<file path="src/rtl/cpu_regbank_pkg.sv">
// Shared types and sizes for the CPU register-bank write port.
package cpu_regbank_pkg;

  localparam int REG_WIDTH = 64;
  localparam int REG_DEPTH = 16;

  typedef logic [3:0] reg_sel_t;

  typedef enum logic {
    IDLE  = 1'b0,
    CLEAR = 1'b1
  } bank_state_t;

endpackage

</file>
<file path="src/rtl/dec4_16.sv">
// Combinational 4-to-16 one-hot decoder with enable.
module dec4_16 (
  input  logic        i_en,
  input  logic [3:0]  i_sel,
  output logic [15:0] o_onehot
);

  // Drive the selected line high only when enabled.
  always_comb begin
    o_onehot = '0;
    if (i_en) begin
      o_onehot[i_sel] = 1'b1;
    end
  end

endmodule

</file>
<file path="src/rtl/demux64_16_bank.sv">
// Register-bank write port: 16 x WIDTH registers with valid/ready byte-masked
// writes and a one-register-per-cycle clear sweep.
module demux64_16_bank
  import cpu_regbank_pkg::*;
#(
  parameter int WIDTH     = REG_WIDTH,
  parameter int DEPTH     = REG_DEPTH,
  parameter int ZERO_REG0 = 1
) (
  input  logic               clk,
  input  logic               reset,
  input  logic               wr_valid,
  output logic               wr_ready,
  input  logic [3:0]         wr_sel,
  input  logic [WIDTH-1:0]   wr_data,
  input  logic [WIDTH/8-1:0] wr_be,
  input  logic               clr_req,
  output logic               busy,
  output logic [WIDTH-1:0]   q0,
  output logic [WIDTH-1:0]   q1,
  output logic [WIDTH-1:0]   q2,
  output logic [WIDTH-1:0]   q3,
  output logic [WIDTH-1:0]   q4,
  output logic [WIDTH-1:0]   q5,
  output logic [WIDTH-1:0]   q6,
  output logic [WIDTH-1:0]   q7,
  output logic [WIDTH-1:0]   q8,
  output logic [WIDTH-1:0]   q9,
  output logic [WIDTH-1:0]   q10,
  output logic [WIDTH-1:0]   q11,
  output logic [WIDTH-1:0]   q12,
  output logic [WIDTH-1:0]   q13,
  output logic [WIDTH-1:0]   q14,
  output logic [WIDTH-1:0]   q15
);

  localparam reg_sel_t LAST = reg_sel_t'(DEPTH - 1);

  bank_state_t      r_state;
  bank_state_t      w_state_nxt;
  reg_sel_t         r_cnt;
  reg_sel_t         w_cnt_nxt;
  logic [WIDTH-1:0] r_q [DEPTH];

  logic             w_wr_fire;
  logic [15:0]      w_wr_en;
  logic [15:0]      w_clr_en;
  logic [WIDTH-1:0] w_mask;

  assign wr_ready  = (r_state == IDLE) && !reset;
  assign busy      = (r_state == CLEAR) && !reset;
  assign w_wr_fire = wr_valid && wr_ready;

  dec4_16 u_dec_wr (
    .i_en     (w_wr_fire),
    .i_sel    (wr_sel),
    .o_onehot (w_wr_en)
  );

  dec4_16 u_dec_clr (
    .i_en     (r_state == CLEAR),
    .i_sel    (r_cnt),
    .o_onehot (w_clr_en)
  );

  // Expand byte enables into a bit mask over the data word.
  always_comb begin
    w_mask = '0;
    for (int unsigned b = 0; b < WIDTH / 8; b++) begin
      w_mask[8*b +: 8] = {8{wr_be[b]}};
    end
  end

  // Next-state and sweep counter; counter wraps to 0 naturally on exit.
  always_comb begin
    w_state_nxt = r_state;
    w_cnt_nxt   = r_cnt;
    case (r_state)
      IDLE: begin
        if (clr_req) begin
          w_state_nxt = CLEAR;
        end
      end
      CLEAR: begin
        w_cnt_nxt = r_cnt + 4'd1;
        if (r_cnt == LAST) begin
          w_state_nxt = IDLE;
        end
      end
      default: w_state_nxt = IDLE;
    endcase
  end

  // State register and sweep counter.
  always_ff @(posedge clk) begin
    if (reset) begin
      r_state <= IDLE;
      r_cnt   <= '0;
    end else begin
      r_state <= w_state_nxt;
      r_cnt   <= w_cnt_nxt;
    end
  end

  // Per-register update: sweep clear, else byte-masked write; q0 optionally tied to 0.
  always_ff @(posedge clk) begin
    if (reset) begin
      for (int unsigned k = 0; k < DEPTH; k++) begin
        r_q[k] <= '0;
      end
    end else begin
      for (int unsigned k = 0; k < DEPTH; k++) begin
        if ((ZERO_REG0 != 0) && (k == 0)) begin
          r_q[k] <= '0;
        end else if (w_clr_en[k]) begin
          r_q[k] <= '0;
        end else if (w_wr_en[k]) begin
          r_q[k] <= (r_q[k] & ~w_mask) | (wr_data & w_mask);
        end
      end
    end
  end

  assign q0  = r_q[0];
  assign q1  = r_q[1];
  assign q2  = r_q[2];
  assign q3  = r_q[3];
  assign q4  = r_q[4];
  assign q5  = r_q[5];
  assign q6  = r_q[6];
  assign q7  = r_q[7];
  assign q8  = r_q[8];
  assign q9  = r_q[9];
  assign q10 = r_q[10];
  assign q11 = r_q[11];
  assign q12 = r_q[12];
  assign q13 = r_q[13];
  assign q14 = r_q[14];
  assign q15 = r_q[15];

endmodule

</file>
<file path="config.mk">
export PLATFORM = sky130hd
export DESIGN_NAME = demux64_16_bank
export DESIGN_NICKNAME = d
export VERILOG_FILES = /design/src/rtl/cpu_regbank_pkg.sv /design/src/rtl/dec4_16.sv /design/src/rtl/demux64_16_bank.sv
export SDC_FILE = /design/constraint.sdc
export NUM_CORES = 2
export LEC_CHECK = 0
export ABC_AREA = 1
export CORE_AREA = 2 2 431 433
export DETAILED_ROUTE_END_ITERATION = 12
export DIE_AREA = 0 0 433 435
export DONT_BUFFER_PORTS = 1
export PLACE_DENSITY = 0.35
export SKIP_LAST_GASP = 1
export SYNTH_ARGS = -nofsm -noshare
export SYNTH_HDL_FRONTEND = slang
export SYNTH_SLANG_ARGS = --single-unit
</file>
<file path="constraint.sdc">
create_clock -name clk -period 2.9 [get_ports clk]
set_input_delay 0.29 -clock clk [delete_from_list [all_inputs] [get_ports clk]]
set_output_delay 0.29 -clock clk [all_outputs]
set_load 0.02 [all_outputs]
</file>
-- Yosys cells after proc, flatten, opt, wreduce, memory -nomap -nowiden
Memories as Yosys holds them, arrays and structs flattened.
Index checks and enable logic that the tools add are counted.
- flip-flop bits (word level): 5
- memory bits (writable): 1024
- input bits: 80
- output and inout port bits: 1026
- word-level logic and storage cells: 227
- memories kept: 1
- add/sub/neg operators: 1
- magnitude comparators: 4
- equality and inequality tests: 1
- muxes and demuxes: 148
- bitwise logic cells: 64
- reduce and logical (&&, ||, !) cells: 6
- memories (name ; depth ; width ; read ports ; clocked after Yosys merged registers in ; wr ports ; line ; text):
    r_q ; 16 ; 64 ; 16 ; 0 ; 16 ; demux64_16_bank.sv:43 ; logic [WIDTH-1:0] r_q [DEPTH];
- operator list (kind ; count):
    64-bit 2-to-1 mux ; 31
    64-bit bitwise AND ; 16
    64-bit OR ; 15
    1-bit 2-to-1 mux ; 112
    64-bit NOT ; 1
    16-bit 2-to-1 mux ; 2
    1-bit OR ; 31
    4-bit by 5-bit less-than comparator with 1-bit output, second input constant ; 2
    1-bit demux with 4-bit select ; 2
    4-bit by 1-bit greater-or-equal comparator with 1-bit output, second input constant ; 2
    1-bit logical AND ; 5
    4-bit by 1-bit adder with 4-bit output, second input constant ; 1
    4-bit equality test, second input constant ; 1
    1-bit case mux with 2 select lines ; 1
    1-bit logical NOT ; 1
    1-bit NOT ; 1

-- Longest topological paths before layout
- depth after elaboration: 10
- depth in mapped cells: 9
- gate-level depth less buffers: 6

-- Hierarchy
Synthesis repeated with hierarchy kept, for this count alone.
- cell total of the unflattened synthesis: 3439
- area total of the unflattened synthesis: 40667.8 sq um
- modules (own cells, without submodules) (module ; times used ; cells each ; area each (sq um) ; sequential area each (sq um)):
    demux64_16_bank ; 1 ; 3379 ; 40431.3 ; 28927.7
    dec4_16 (u_dec_wr) ; 1 ; 32 ; 126.4 ; 0.0
    dec4_16 (u_dec_clr) ; 1 ; 28 ; 110.1 ; 0.0

-- Worst setup path after synthesis
Ideal clock, no wire load.
- path kind: input-to-reg
- start point: in reset
- end point: mem r_q[1][128] in the netlist's numbering, enable pin
- setup time: 0.424 ns
- data arrival time: 2.593 ns
- required time: 2.476 ns
- slack: -0.117 ns
- cell stages on the path: 9
- path buffers: 4
- path through: buf_4 inv_4 nand2_4 nor2_8 buf_8 nand3_2 buf_4 buf_6 nand2_1
- RTL lines (what ; line ; text):
    start, declared ; demux64_16_bank.sv:11 ; input logic reset,
    end, declared ; demux64_16_bank.sv:43 ;

==> impl_results.md <==
- Yosys warns: 0
- Wire per inst: a little over 30 µm
- Critical path, cell by cell: inv_2 -> nand2_4 -> nor2_8 -> nand3_4 -> buf_4 -> buf_4 -> nor2_1
- Mapped cell area: slightly above 0.04 mm²
- Synth Register Bits: slightly below 1000
- Die Y: roughly 440 µm
- H-tree depth: 3
- Fill count: 19600
- Status: finished clean
- Inserted Clock Buffers: 114
- CP max FO: 34
- Hold path startpoint: wr_be[1]
- Syn Area/Cell: approximately 12 µm²
- Worst Clk Skew: ~0.032 ns
- TritonRoute pass-1 iters: 5
- Die W: around 430 µm
- TritonCTS clock tree: done
- Register-to-register setup slack: slightly below 0.6 ns
- Slowest CP cell: buf_4
- # IOs: ~1100
- Pin count of the biggest net entering global routing: approximately 120
- Register area share after synthesis: between 70 and 80%
- Fin crit period: around 2.3 ns
- Kind of critical path: flip-flop to flip-flop
- Setup violators final: 0
- Reg2reg path depth: 7
- Reg-to-reg startpoint: r_state$_SDFF_PP0_
- Worst path top cell family by delay: buffers and inverters
- Vias/cell: 4.58
- Max_slew headroom: between 10% and 20%
- Die area: approximately 0.19 mm²
- Clock Latency Late Sink: just under 0.8 ns
- Simple-gate area share of the yosys netlist: 10.7%
- Initial Utilization: approximately 22%
- GR Util All Layers: 18.5%
- Clock Sink Count: 965
- Clock-pin slew on the worst setup and hold paths: 0.06 ns
- Post-DP HPWL: 123000 µm
- First-pass GRT wire length: approximately 240000 µm
- Pwr Density: slightly above 700 mW/mm²
- CP required: between 3 and 4 ns
- Final ANT Viol Nets: 0
- R2R Path End: r_q[1][418]$_SDFFCE_PP0P_
- # nets final: 3486
- Hold crit path type: primary input to flip-flop
- Top achievable clock speed: 0.434 GHz
- Slew Limit Fails: 0
- Drc violations: 0
- RSZ-0062 raised after global routing: false
- Element type at the critical path end: flip-flop
- Tightest Pin Transition: approximately 1.2 ns
- Leakage: between 0.015 and 0.02 µW
- Cell depth of the worst setup path: 7
- Crit path capture: r_q[1][418]$_SDFFCE_PP0P_
- CP startpoint: r_state$_SDFF_PP0_
- CTS resizes: 0
- PortBufs: 0
- GRT overflow: 0
- Via Count: 27400
- Area grow syn2layout: 14.8%
- Post-synthesis cell type count: 22
- Vias in the first global route: ~26000
- Fraction of layout cells with a size suffix above 1: between 8 and 9%
- Worst hold slack: roughly 0.080 ns
- Clock buffer depth: 3
- Max stage delay on crit path: 0.60 ns
- CP Launch Type: flip-flop
- Mux contribution to synthesized area: 0%
- Initial drt markers: about 2400
- Root buf cell: clkbuf_16
- GPL Wtd Cong: between 0.7 and 0.8
- Synth Area in Compound Gates: 11.9%
- Synth Area in XOR/XNOR: 0%
- Core Area: 0.184 mm²
- Total negative setup slack: 0 ns
- Critical Path AT: 2.78 ns
- Part of the cycle the worst path needs: approximately 80%
- Max-Cap Viols: 0
- Fin. Hold Viols: 0
- VDD IR-drop max: about 580 µV
- WL final: 182000 µm
- Adder-cell share of the synthesized area: less than 1%
- Largest family of logic cells by synthesized area: compound AO/OA/AOI/OAI gates
- Std-Cell Rows: roughly 160
- Initial antenna violation count: 6
- Post-Syn Instances: roughly 3500
- Most used cell, CP: buf_4
- WP buf/inv: 3
cell families after synthesis:
kind of cell | after synthesis
AOI/OAI and AO/OA | 965
adders and majority gates | 4
buffers and inverters | 437
DFF | 965
other | 1
and+or+nand+nor | 1114
cell usage after synthesis, drive strengths merged:
cell    instances  area share (%)
inv            88            0.82
dfxtp           5            0.25
a21oi         963              12
ha              4            0.12
nand2          98            0.93
o21ai           2           0.025
conb            1          0.0093
buf           198             3.7
edfxtp        960              71
clkbuf        151             1.4
nand3          16            0.32
nor2         1000             9.4
power breakdown:
group | switching (µW) | internal (µW)
combinational | 1550 | 451
sequential | 1350 | 15900
clock | 6130 | 7670
worst min-delay path by stage:
| stage | to | slack, ns | cells after the start |
|---|---|---|---|
| 2_1_floorplan | r_state$_SDFF_PP0_ | 0.42 | 2 |
| 3_3_place_gp | r_cnt[0]$_SDFFE_PP0P_ | 0.48 | 3 |
| 3_5_place_dp | r_state$_SDFF_PP0_ | 0.45 | 2 |
| 4_1_cts | r_q[0][394]$_SDFFCE_PN0P_ | 0.02 | 3 |
| 5_1_grt | r_q[0][332]$_SDFFCE_PN0P_ | 0.07 | 3 |
| 6_report | r_q[0][394]$_SDFFCE_PN0P_ | 0.08 | 3 |
state kept, by name, summed over array words and instances, names as in the netlist:
register,flops
r_q,960
r_cnt,4
r_state,1
what timing repair did:
item,in CTS,in global routing
buffers inserted,0,0
hold buffers,3,0
endpoints found under the hold margin,19,0
worst reg2reg max path: stages (launching register included):
cell and delay (ns):
dfxtp_1 0.35, inv_2 0.07, nand2_4 0.09, nor2_8 0.11, nand3_4 0.14, buf_4 0.47, buf_4 0.60, nor2_1 0.20
routing by layer:
layer	vias to the layer above	GRT usage [%]	part of all wire, %
li1	11900	-	-
met1	14000	21.2	37
met2	1161	33.2	52
met3	252	4.73	7.5
met4	0	6.49	3.6
met5	-	0	0
placed cells by master, fill, tap and decap left out, types with 23 or more instances in the layout:
cell type	synthesis	routed
buf_4	71	52
edfxtp_1	960	960
buf_12	0	31
clkbuf_16	0	115
clkinv_1	0	23
nand2_1	97	82
conb_1	1	64
inv_1	85	77
a21oi_1	963	963
clkbuf_1	151	38
nor2_1	980	980
through the flow:
stage               power [µW]  cells  instance area (µm²)  utilization (%)  setup WS (ns)
detailed placement       19600   5763                43100             23.4          0.561
floorplan                18400   3549                40800                -        0.00202
finish                   33100   5967                46500             25.3          0.594
global placement         19600   5763                43100             23.4          0.572
CTS                      33500   5965                46500             25.3          0.556
global route             34100   5966                46500             25.3          0.467
final cells by class:
class / instances / area [µm²] / share of cell area [%]
clock inverter: 43 / 348 / 0.748
timing repair buffer: 86 / 1040 / 2.24
inverter: 88 / 345 / 0.742
antenna: 2 / 5.00 / 0.0108
tap: 2480 / 3100 / 6.67
sequential: 965 / 28900 / 62.2
clock buffer: 156 / 3060 / 6.58
multi-input combinational: 2147 / 9690 / 20.8
(Power assumes the default switching activity.)
